$ cat src/rtl/rl_step_sequencer_pkg.sv
// Shared types and defaults for the Q-learning step sequencer.
package rl_step_sequencer_pkg;

    typedef enum logic [2:0] {
        ST_IDLE    = 3'd0,
        ST_COLLECT = 3'd1,
        ST_ISSUE   = 3'd2,
        ST_WAIT    = 3'd3,
        ST_REWARD  = 3'd4,
        ST_COMMIT  = 3'd5
    } state_e;

    localparam int RD_LAT_DEF = 2;
    localparam int STEP_W_DEF = 16;
    localparam int EP_W_DEF   = 16;
    localparam int LAT_W      = 4;

endpackage

$ cat src/rtl/rl_step_sequencer_lat_timer.sv
// Loadable down-counter that times the reward-decider pipeline latency.
module rl_lat_timer #(
    parameter int W = 4
) (
    input  logic         clk,
    input  logic         rst,
    input  logic         load,
    input  logic [W-1:0] load_val,
    input  logic         dec,
    output logic         done
);

    logic [W-1:0] count_q;
    logic [W-1:0] count_d;

    // Next count: load has priority, decrement saturates at zero.
    always_comb begin
        count_d = count_q;
        if (load) begin
            count_d = load_val;
        end else if (dec && (count_q != {W{1'b0}})) begin
            count_d = count_q - {{(W-1){1'b0}}, 1'b1};
        end else begin
            count_d = count_q;
        end
    end

    // Counter register.
    always_ff @(posedge clk or negedge rst) begin
        if (!rst) begin
            count_q <= {W{1'b0}};
        end else begin
            count_q <= count_d;
        end
    end

    // The last waiting cycle is the one in which the counter reads 1.
    assign done = (count_q == {{(W-1){1'b0}}, 1'b1});

endmodule

$ cat src/rtl/rl_step_sequencer.sv
// Step-level controller: joins both agents' actions, strobes the reward
// decider, waits out its latency, then holds reward-valid until each agent acks.
module rl_step_sequencer
    import rl_step_sequencer_pkg::*;
#(
    parameter int RD_LAT    = RD_LAT_DEF,
    parameter int STEP_W    = STEP_W_DEF,
    parameter int EP_W      = EP_W_DEF,
    parameter int MAX_STEPS = 1000
) (
    input  logic              clk,
    input  logic              rst,
    input  logic              start,
    input  logic              terminal,
    input  logic              act_valid_A,
    input  logic              act_valid_B,
    output logic              act_ready_A,
    output logic              act_ready_B,
    output logic              rd_issue,
    output logic              rew_valid_A,
    output logic              rew_valid_B,
    input  logic              upd_done_A,
    input  logic              upd_done_B,
    output logic [STEP_W-1:0] step_cnt,
    output logic [EP_W-1:0]   ep_cnt,
    output logic              busy,
    output logic              episode_done
);

    localparam logic [STEP_W-1:0] MAX_STEPS_C = STEP_W'(MAX_STEPS);
    localparam logic [LAT_W-1:0]  RD_LAT_C    = LAT_W'(RD_LAT);

    state_e            state_q, state_d;
    logic              got_a_q, got_a_d;
    logic              got_b_q, got_b_d;
    logic              done_a_q, done_a_d;
    logic              done_b_q, done_b_d;
    logic [STEP_W-1:0] step_cnt_q, step_cnt_d;
    logic [EP_W-1:0]   ep_cnt_q, ep_cnt_d;
    logic              episode_done_q, episode_done_d;
    logic [STEP_W-1:0] step_next_s;
    logic              tmr_load_s;
    logic              tmr_dec_s;
    logic              tmr_done_s;
    logic              xfer_a_s;
    logic              xfer_b_s;

    rl_lat_timer #(
        .W (LAT_W)
    ) u_lat_timer (
        .clk      (clk),
        .rst      (rst),
        .load     (tmr_load_s),
        .load_val (RD_LAT_C),
        .dec      (tmr_dec_s),
        .done     (tmr_done_s)
    );

    assign act_ready_A  = (state_q == ST_COLLECT) && !got_a_q;
    assign act_ready_B  = (state_q == ST_COLLECT) && !got_b_q;
    assign rd_issue     = (state_q == ST_ISSUE);
    assign rew_valid_A  = (state_q == ST_REWARD) && !done_a_q;
    assign rew_valid_B  = (state_q == ST_REWARD) && !done_b_q;
    assign busy         = (state_q != ST_IDLE);
    assign step_cnt     = step_cnt_q;
    assign ep_cnt       = ep_cnt_q;
    assign episode_done = episode_done_q;

    assign xfer_a_s = act_valid_A && act_ready_A;
    assign xfer_b_s = act_valid_B && act_ready_B;

    // Next-state, flag and counter logic for the step FSM.
    always_comb begin
        state_d        = state_q;
        got_a_d        = got_a_q;
        got_b_d        = got_b_q;
        done_a_d       = done_a_q;
        done_b_d       = done_b_q;
        step_cnt_d     = step_cnt_q;
        ep_cnt_d       = ep_cnt_q;
        episode_done_d = 1'b0;
        tmr_load_s     = 1'b0;
        tmr_dec_s      = 1'b0;
        step_next_s    = step_cnt_q + {{(STEP_W-1){1'b0}}, 1'b1};
        case (state_q)
            ST_IDLE: begin
                if (start) begin
                    step_cnt_d = {STEP_W{1'b0}};
                    got_a_d    = 1'b0;
                    got_b_d    = 1'b0;
                    done_a_d   = 1'b0;
                    done_b_d   = 1'b0;
                    state_d    = ST_COLLECT;
                end else begin
                    state_d = ST_IDLE;
                end
            end
            ST_COLLECT: begin
                if (xfer_a_s) begin
                    got_a_d = 1'b1;
                end else begin
                    got_a_d = got_a_q;
                end
                if (xfer_b_s) begin
                    got_b_d = 1'b1;
                end else begin
                    got_b_d = got_b_q;
                end
                // Using the _d flags covers both transfers landing in one cycle.
                if (got_a_d && got_b_d) begin
                    state_d = ST_ISSUE;
                end else begin
                    state_d = ST_COLLECT;
                end
            end
            ST_ISSUE: begin
                tmr_load_s = 1'b1;
                state_d    = ST_WAIT;
            end
            ST_WAIT: begin
                tmr_dec_s = 1'b1;
                if (tmr_done_s) begin
                    state_d = ST_REWARD;
                end else begin
                    state_d = ST_WAIT;
                end
            end
            ST_REWARD: begin
                if (upd_done_A && rew_valid_A) begin
                    done_a_d = 1'b1;
                end else begin
                    done_a_d = done_a_q;
                end
                if (upd_done_B && rew_valid_B) begin
                    done_b_d = 1'b1;
                end else begin
                    done_b_d = done_b_q;
                end
                if (done_a_d && done_b_d) begin
                    state_d = ST_COMMIT;
                end else begin
                    state_d = ST_REWARD;
                end
            end
            ST_COMMIT: begin
                step_cnt_d = step_next_s;
                if (terminal || (step_next_s == MAX_STEPS_C)) begin
                    episode_done_d = 1'b1;
                    ep_cnt_d       = ep_cnt_q + {{(EP_W-1){1'b0}}, 1'b1};
                    state_d        = ST_IDLE;
                end else begin
                    got_a_d  = 1'b0;
                    got_b_d  = 1'b0;
                    done_a_d = 1'b0;
                    done_b_d = 1'b0;
                    state_d  = ST_COLLECT;
                end
            end
            default: begin
                state_d = ST_IDLE;
            end
        endcase
    end

    // State, flag and counter registers.
    always_ff @(posedge clk or negedge rst) begin
        if (!rst) begin
            state_q        <= ST_IDLE;
            got_a_q        <= 1'b0;
            got_b_q        <= 1'b0;
            done_a_q       <= 1'b0;
            done_b_q       <= 1'b0;
            step_cnt_q     <= {STEP_W{1'b0}};
            ep_cnt_q       <= {EP_W{1'b0}};
            episode_done_q <= 1'b0;
        end else begin
            state_q        <= state_d;
            got_a_q        <= got_a_d;
            got_b_q        <= got_b_d;
            done_a_q       <= done_a_d;
            done_b_q       <= done_b_d;
            step_cnt_q     <= step_cnt_d;
            ep_cnt_q       <= ep_cnt_d;
            episode_done_q <= episode_done_d;
        end
    end

endmodule

$ cat config.mk
export PLATFORM = sky130hd
export DESIGN_NAME = rl_step_sequencer
export DESIGN_NICKNAME = d
export VERILOG_FILES = /design/src/rtl/rl_step_sequencer_pkg.sv /design/src/rtl/rl_step_sequencer_lat_timer.sv /design/src/rtl/rl_step_sequencer.sv
export SDC_FILE = /design/constraint.sdc
export NUM_CORES = 1
export LEC_CHECK = 0
export BUFFER_PORTS_ARGS = -buffer_cell sky130_fd_sc_hd__buf_2
export CAP_MARGIN = 5
export CELL_PAD_IN_SITES_DETAIL_PLACEMENT = 1
export CELL_PAD_IN_SITES_GLOBAL_PLACEMENT = 1
export CORE_AREA = 10 10 102 104
export DETAILED_ROUTE_END_ITERATION = 16
export DIE_AREA = 0 0 112 114
export PLACE_DENSITY_LB_ADDON = 0.1
export SLEW_MARGIN = 20
export SYNTH_ARGS = -nofsm -noshare
export SYNTH_HDL_FRONTEND = slang
export SYNTH_SLANG_ARGS = --single-unit
$ cat constraint.sdc
create_clock -name clk -period 2.3 [get_ports clk]
set_input_delay 0.345 -clock clk [delete_from_list [all_inputs] [get_ports clk]]
set_output_delay 0.345 -clock clk [all_outputs]
set_load 0.02 [all_outputs]
==> reports/results.txt, run 1 <==
Run status: completed
Overall power consumption: 4.34 mW
Total congestion overflow: 0
Clock period minus final worst setup slack: 2.19 ns
Post-Synthesis Cells: 393
Overall Global Routing Usage: 16.4%
Routed Wire Length: 10800 um
Total number of vias: 3364
Cells along the critical path: ha_4, buf_4, nor4b_1, a31o_2, nand4_1, buf_4, or4_1, nand4_1
TritonCTS clock tree: done
Worst endpoint data arrival time: 2.43 ns
Crit path launch: step_cnt[0]
Transition time of the tightest slew-check pin: 0.722 ns
Period Utilization, post-route: 95.0%
Critical Setup Path Class: register to register
Predominant post-synthesis flop cell: sky130_fd_sc_hd__dfrtp_1
Area enclosed by the die boundary: 0.0128 sq mm
Req. time, crit path: 2.54 ns
Classification of the worst-slack hold path: input pin to asynchronous set/reset pin
Startpoint type of the worst setup path: register
Number of enable-type register cells in the synthesized netlist: 0
Root cell of the clock tree: sky130_fd_sc_hd__clkbuf_8
Sinks on the clock net: 44
Share of flip-flops with an asynchronous set or reset after synthesis: 100%
Maximum level of the CTS H-tree: 2
Ys Warns: 0
Final standard cell utilization of the core: 47.7%
Antenna diode instance count: 0
Number of setup violations in the final report: 0
First-pass GRT wire length: 18000 um
Std-Cell Rows: 34
Maximum number of pins on one net before global-route repair: 41
DR WL/cell: 18.8 um
Leakage power total: 1.72 nW
Unrepaired setup endpoints after global routing: true
Number of nets with antenna violations after routing: 0
DR iter-0 viols: 110
Vias per cell: 5.84
Mean area per synthesized cell: 8.08 sq um
Worst voltage drop across the vdd grid: 0.432 mV
Buffer depth of the longest clock path: 2
Capture instance of the worst register-to-register path: ep_cnt[15]
Register-to-register path setup slack: 0.11 ns
Clk_lat worst skew: 0.30 ns
Worst R2R Start: step_cnt[0]
Critical-path maximum fanout: 14
IO Count: 47
Maximum clock skew at final layout: 0.0117 ns
Cells on worst reg2reg path: 8
Initial Utilization: 37.5%
PortBufs: 46
CP endpoint kind: register
Peak per-stage delay on the critical path: 0.47 ns
Post-detailed-route DRC marker count: 0
Post-synthesis sequential area ratio: 34.7%
Height of the chip: 114 um
Vias in the first global route: 3454
Buffers plus inverters on the worst setup path: 2
First drt pass iteration count: 4
Number of synthesized register bits: 44
Net count after synthesis: 407
Slew HR: 51.8%
Critical Path Stages: 8
Floorplan die width: 112 um
Post-synthesis instance area: 0.00318 sq mm
Kind of cell with the highest combined delay on the critical path: simple AND/OR/NAND/NOR gates
PwrDens: 1070 mW/mm^2
Max-cap check violation count: 0
Critical path's slowest cell: sky130_fd_sc_hd__or4_1
Initial antenna violation count: 0
Core Footprint: 0.00847 sq mm
Inserted Clock Buffers: 5
Final weighted congestion of routability-driven global placement: 0.794
Final Net Count: 481
Final Max Slew Viols: 0
Fraction of final layout cells with drive strength greater than 1: 30.6%
Capture point of the critical path: ep_cnt[15]
Clock Pin Slew Worst Setup and Hold Paths: 0.09 ns
Achievable clock frequency: 458 MHz
Leading cell type in the layout, fill and taps excluded: sky130_fd_sc_hd__buf_4
Estimated wirelength of the detail-placed design: 7670 um
Count of endpoints failing hold in the final timing report: 0
Unique masters post-synth: 55
Top library cells by usage in the layout, fill and taps aside: sky130_fd_sc_hd__buf_4 (51), sky130_fd_sc_hd__buf_2 (46), sky130_fd_sc_hd__o21ai_0 (42)
Post-synthesis to final-layout area growth: 27.1%
metal layers:
metal / vias up / global-route usage (%) / share of wire [%]
met3: 2 / 2.73 / 3.1
met2: 60 / 27.8 / 47
met5: - / 0 / 0
met1: 1674 / 21.7 / 49
li1: 1628 / - / -
met4: 0 / 2.88 / 0.37
worst reg2reg max path: cells and delay by family (launching register included):
| family | cells | cell delay (ns) |
|---|---|---|
| compound gates | 1 | 0.17 |
| fa+ha+maj | 1 | 0.19 |
| buf+inv | 2 | 0.36 |
| flops | 1 | 0.46 |
| simple gates | 4 | 0.95 |
worst min-delay path by stage:
| stage | startpoint | end | slack [ns] |
|---|---|---|---|
| after global routing | rst | u_lat_timer.count_q[1] | 0.38 |
| after global placement | rst | state_q[1] | 0.17 |
| after CTS | upd_done_B | done_b_q | 0.35 |
| after detailed placement | rst | u_lat_timer.count_q[1] | 0.17 |
| final | rst | u_lat_timer.count_q[1] | 0.38 |
| after floorplan | rst | done_a_q | 0.05 |
where the power goes:
part | total, mW | internal (mW) | switching, mW
registers | 1.31 | 0.989 | 0.317
logic | 2.42 | 1.03 | 1.39
clock network | 0.616 | 0.323 | 0.293
registers in the layout, summed over array words and instances, names as in the netlist:
signal,count
got_a_q,1
done_a_q,1
state_q,3
ep_cnt,16
step_cnt,16
done_b_q,1
episode_done,1
u_lat_timer.count_q,4
got_b_q,1
cells by family after synthesis:
| group | after synthesis | share of synthesized area, % |
|---|---|---|
| mux | 6 | 1.93 |
| fa+ha+maj | 6 | 2.36 |
| flops | 44 | 34.7 |
| buf+inv | 42 | 5.63 |
| simple gates | 180 | 31.6 |
| compound gates | 110 | 22.5 |
| xor+xnor | 5 | 1.38 |
synthesized netlist by cell type, types with 11 or more instances:
cell	n	share of area (%)
sky130_fd_sc_hd__a21oi_1	14	2.2
sky130_fd_sc_hd__a221oi_1	11	3.0
sky130_fd_sc_hd__clkbuf_1	19	2.2
sky130_fd_sc_hd__dfrtp_1	44	35
sky130_fd_sc_hd__inv_1	11	1.3
sky130_fd_sc_hd__nand2_1	32	3.8
sky130_fd_sc_hd__nand3_1	21	3.3
sky130_fd_sc_hd__nand4_1	22	4.3
sky130_fd_sc_hd__nor2_1	29	3.4
sky130_fd_sc_hd__nor2b_1	13	2.6
sky130_fd_sc_hd__nor3_1	15	2.4
sky130_fd_sc_hd__o21ai_0	43	6.8
area by class of cell:
| class | instances | area [sq um] |
|---|---|---|
| clock buffers | 6 | 72.6 |
| clock inverters | 2 | 35.0 |
| fillers | 1040 | 4430 |
| inverters | 11 | 41.3 |
| multi-input cells | 307 | 2020 |
| flip-flops and latches | 44 | 1110 |
| well taps | 108 | 135 |
| repair buffers | 98 | 623 |
metrics by stage:
| step | setup TNS (ns) | worst slack [ns] | hold slack [ns] | instance area (sq um) | cells |
|---|---|---|---|---|---|
| global route | -0.0817 | -0.0449 | 0.380 | 4040 | 576 |
| CTS | 0 | 0.0215 | 0.355 | 3950 | 572 |
| global placement | 0 | 0.0570 | 0.166 | 3790 | 558 |
| floorplan | -0.0118 | -0.0118 | 0.0494 | 3260 | 393 |
| detailed placement | -0.0240 | -0.0240 | 0.169 | 3790 | 558 |
| finish | 0 | 0.115 | 0.376 | 4040 | 576 |
repair_timing:
item,CTS,global route
gates resized for setup,0,19
hold buffers,1,0
endpoints found under the setup margin,2,12
pin swaps,0,3
setup buffers,5,4
endpoints found under the hold margin,4,0
Note: power is estimated with default switching activity, not from simulation.
==> inputs of run 2 (changes only) <==
REMOVE_ABC_BUFFERS = 1   (was default)
==> run 2 against run 1 <==
Clock power hardly changed. Core utilization is 0.50 points lower. Highest routed layer unchanged. Register-to-register slack worse by 0.05 ns.
==> reports/results.txt, run 2 (synthesized netlist as in run 1, its figures left out) <==
Final Max Slew Viols: 0 (unchanged)
CP endpoint kind: register
Final Net Count: 475 (-1.2%)
Worst endpoint data arrival time: 2.42 ns (about the same)
Capture instance of the worst register-to-register path: ep_cnt[14]
Final weighted congestion of routability-driven global placement: 0.781 (-1.7%)
Initial Utilization: 37.5% (unchanged)
DR iter-0 viols: 167 (+52%)
Maximum level of the CTS H-tree: 2 (unchanged)
Period Utilization, post-route: 97.1% (+2.1 points)
DR WL/cell: 19.6 um (+4.2%)
Cells on worst reg2reg path: 7 (-1)
Std-Cell Rows: 34 (unchanged)
TritonCTS clock tree: done
Critical-path maximum fanout: 5 (-9)
Height of the chip: 114 um (unchanged)
Critical Path Stages: 7 (-1)
Startpoint type of the worst setup path: register
PwrDens: 1090 mW/mm^2 (+1.4%)
Total number of vias: 3375 (+0.33%)
Peak per-stage delay on the critical path: 0.42 ns (-0.05 ns)
Worst R2R Start: step_cnt[1]
Vias per cell: 5.92 (+1.4%)
Achievable clock frequency: 448 MHz (-2.2%)
Area of all placed cells without fillers: 0.00400 sq mm (-1.1%)
Req. time, crit path: 2.48 ns (-0.06 ns)
Top library cells by usage in the layout, fill and taps aside: sky130_fd_sc_hd__buf_2 (46), sky130_fd_sc_hd__dfrtp_1 (43), sky130_fd_sc_hd__o21ai_0 (42)
Inserted Clock Buffers: 5 (unchanged)
Leakage power total: 1.72 nW (about the same)
Buffers plus inverters on the worst setup path: 0 (-2)
Placed instance area: 0.00372 sq mm (-1.9%)
Worst-case hold slack: 0.124 ns (-0.252 ns)
Post-detailed-route DRC marker count: 0 (unchanged)
Vias in the first global route: 3444 (-0.29%)
Total congestion overflow: 0 (unchanged)
Kind of cell with the highest combined delay on the critical path: simple AND/OR/NAND/NOR gates
Fraction of final layout cells with drive strength greater than 1: 28.6% (-2.0 points)
Cells along the critical path: ha_4, nand2_4, nor4_4, mux2i_2, or2_4, nor4_1, a2111o_1
Fillers: 1033 (-0.67%)
Critical path's slowest cell: sky130_fd_sc_hd__dfrtp_1
Run status: completed
Maximum clock skew at final layout: 0.0149 ns (+0.00316 ns)
Transition time of the tightest slew-check pin: 0.650 ns (-0.0724 ns)
Core Footprint: 0.00847 sq mm (unchanged)
Classification of the worst-slack hold path: input pin to asynchronous set/reset pin
Worst voltage drop across the vdd grid: 0.441 mV (+2.0%)
Post-synthesis to final-layout area growth: 25.8%
Initial antenna violation count: 0 (unchanged)
Final standard cell utilization of the core: 47.2% (-0.50 points)
Routed Wire Length: 11200 um (+3.2%)
Clock Pin Slew Worst Setup and Hold Paths: 0.10 ns (about the same)
Root cell of the clock tree: sky130_fd_sc_hd__clkbuf_8
IO Count: 47 (unchanged)
Number of nets with antenna violations after routing: 0 (unchanged)
Maximum number of pins on one net before global-route repair: 45 (+9.8%)
Register-to-register path setup slack: 0.07 ns (-0.05 ns)
Critical Setup Path Class: register to register
PortBufs: 46 (unchanged)
Leading cell type in the layout, fill and taps excluded: sky130_fd_sc_hd__buf_2
Area enclosed by the die boundary: 0.0128 sq mm (unchanged)
Floorplan die width: 112 um (unchanged)
First drt pass iteration count: 4 (unchanged)
Clock period minus final worst setup slack: 2.23 ns (+0.0482 ns)
Clk_lat worst skew: 0.31 ns (about the same)
Estimated wirelength of the detail-placed design: 7800 um (+1.7%)
Max-cap check violation count: 0 (unchanged)
Buffer depth of the longest clock path: 2 (unchanged)
Antenna diode instance count: 0 (unchanged)
Overall Global Routing Usage: 16.4% (-0.036 points)
Slew HR: 56.6% (+4.8 points)
First-pass GRT wire length: 17900 um (-0.62%)
Count of endpoints failing hold in the final timing report: 0 (unchanged)
Number of setup violations in the final report: 0 (unchanged)
Sinks on the clock net: 44 (unchanged)
run 2: cell count changes in the layout (fill, tap and decap cells not counted), sizes merged:
| cell | before | now |
|---|---|---|
| or2 | 4 | 5 |
| buf | 97 | 91 |
| dlygate4sd3 | 1 | 0 |
run 2: per-stage QoR:
stage	instances	setup TNS [ns]	setup slack [ns]	total power, mW
6_report	570	0	0.0666	4.35
2_1_floorplan	362	-2.19	-0.280	2.53
3_5_place_dp	555	-0.606	-0.147	3.49
5_1_grt	570	-0.0823	-0.0542	4.68
3_3_place_gp	555	-0.0381	-0.0237	3.42
4_1_cts	563	0	0.0275	4.13
run 2: worst max path at each step:
stage,start,endpoint
2_1_floorplan,step_cnt[0],state_q[0]
5_1_grt,step_cnt[1],ep_cnt[15]
6_report,step_cnt[1],ep_cnt[14]
3_5_place_dp,step_cnt[0],ep_cnt[3]
3_3_place_gp,step_cnt[0],ep_cnt[15]
4_1_cts,step_cnt[1],ep_cnt[4]
run 2: report_power, final:
group          total [mW]  switching [mW]  internal, mW
clock network       0.615           0.291         0.323
logic                2.47            1.45          1.01
registers            1.27           0.289         0.983
run 2: layout make-up:
cell class	instances	area (sq um)	area share, %
repair buffers	91	601	15.0
flip-flops and latches	44	1100	27.6
well taps	108	135	3.38
inverters	11	41.3	1.03
clock buffers	6	72.6	1.82
clock inverters	2	35.0	0.877
multi-input cells	308	2010	50.3
run 2: metal layers:
metal	vias to the layer above	GRT usage [%]	part of all wire (%)
met1	1707	20.9	47
met2	43	28.6	49
met3	10	2.78	3.1
met4	0	2.88	1.1
li1	1615	-	-
met5	-	0	0
run 2: what timing repair did:
| item | in CTS | in global routing |
|---|---|---|
| endpoints found under the hold margin | 0 | 0 |
| setup buffers | 0 | 6 |
| pin swaps | 0 | 11 |
| cloned | 0 | 1 |
| gates resized for setup | 4 | 26 |
| hold buffers | 0 | 0 |
| endpoints found under the setup margin | 14 | 16 |
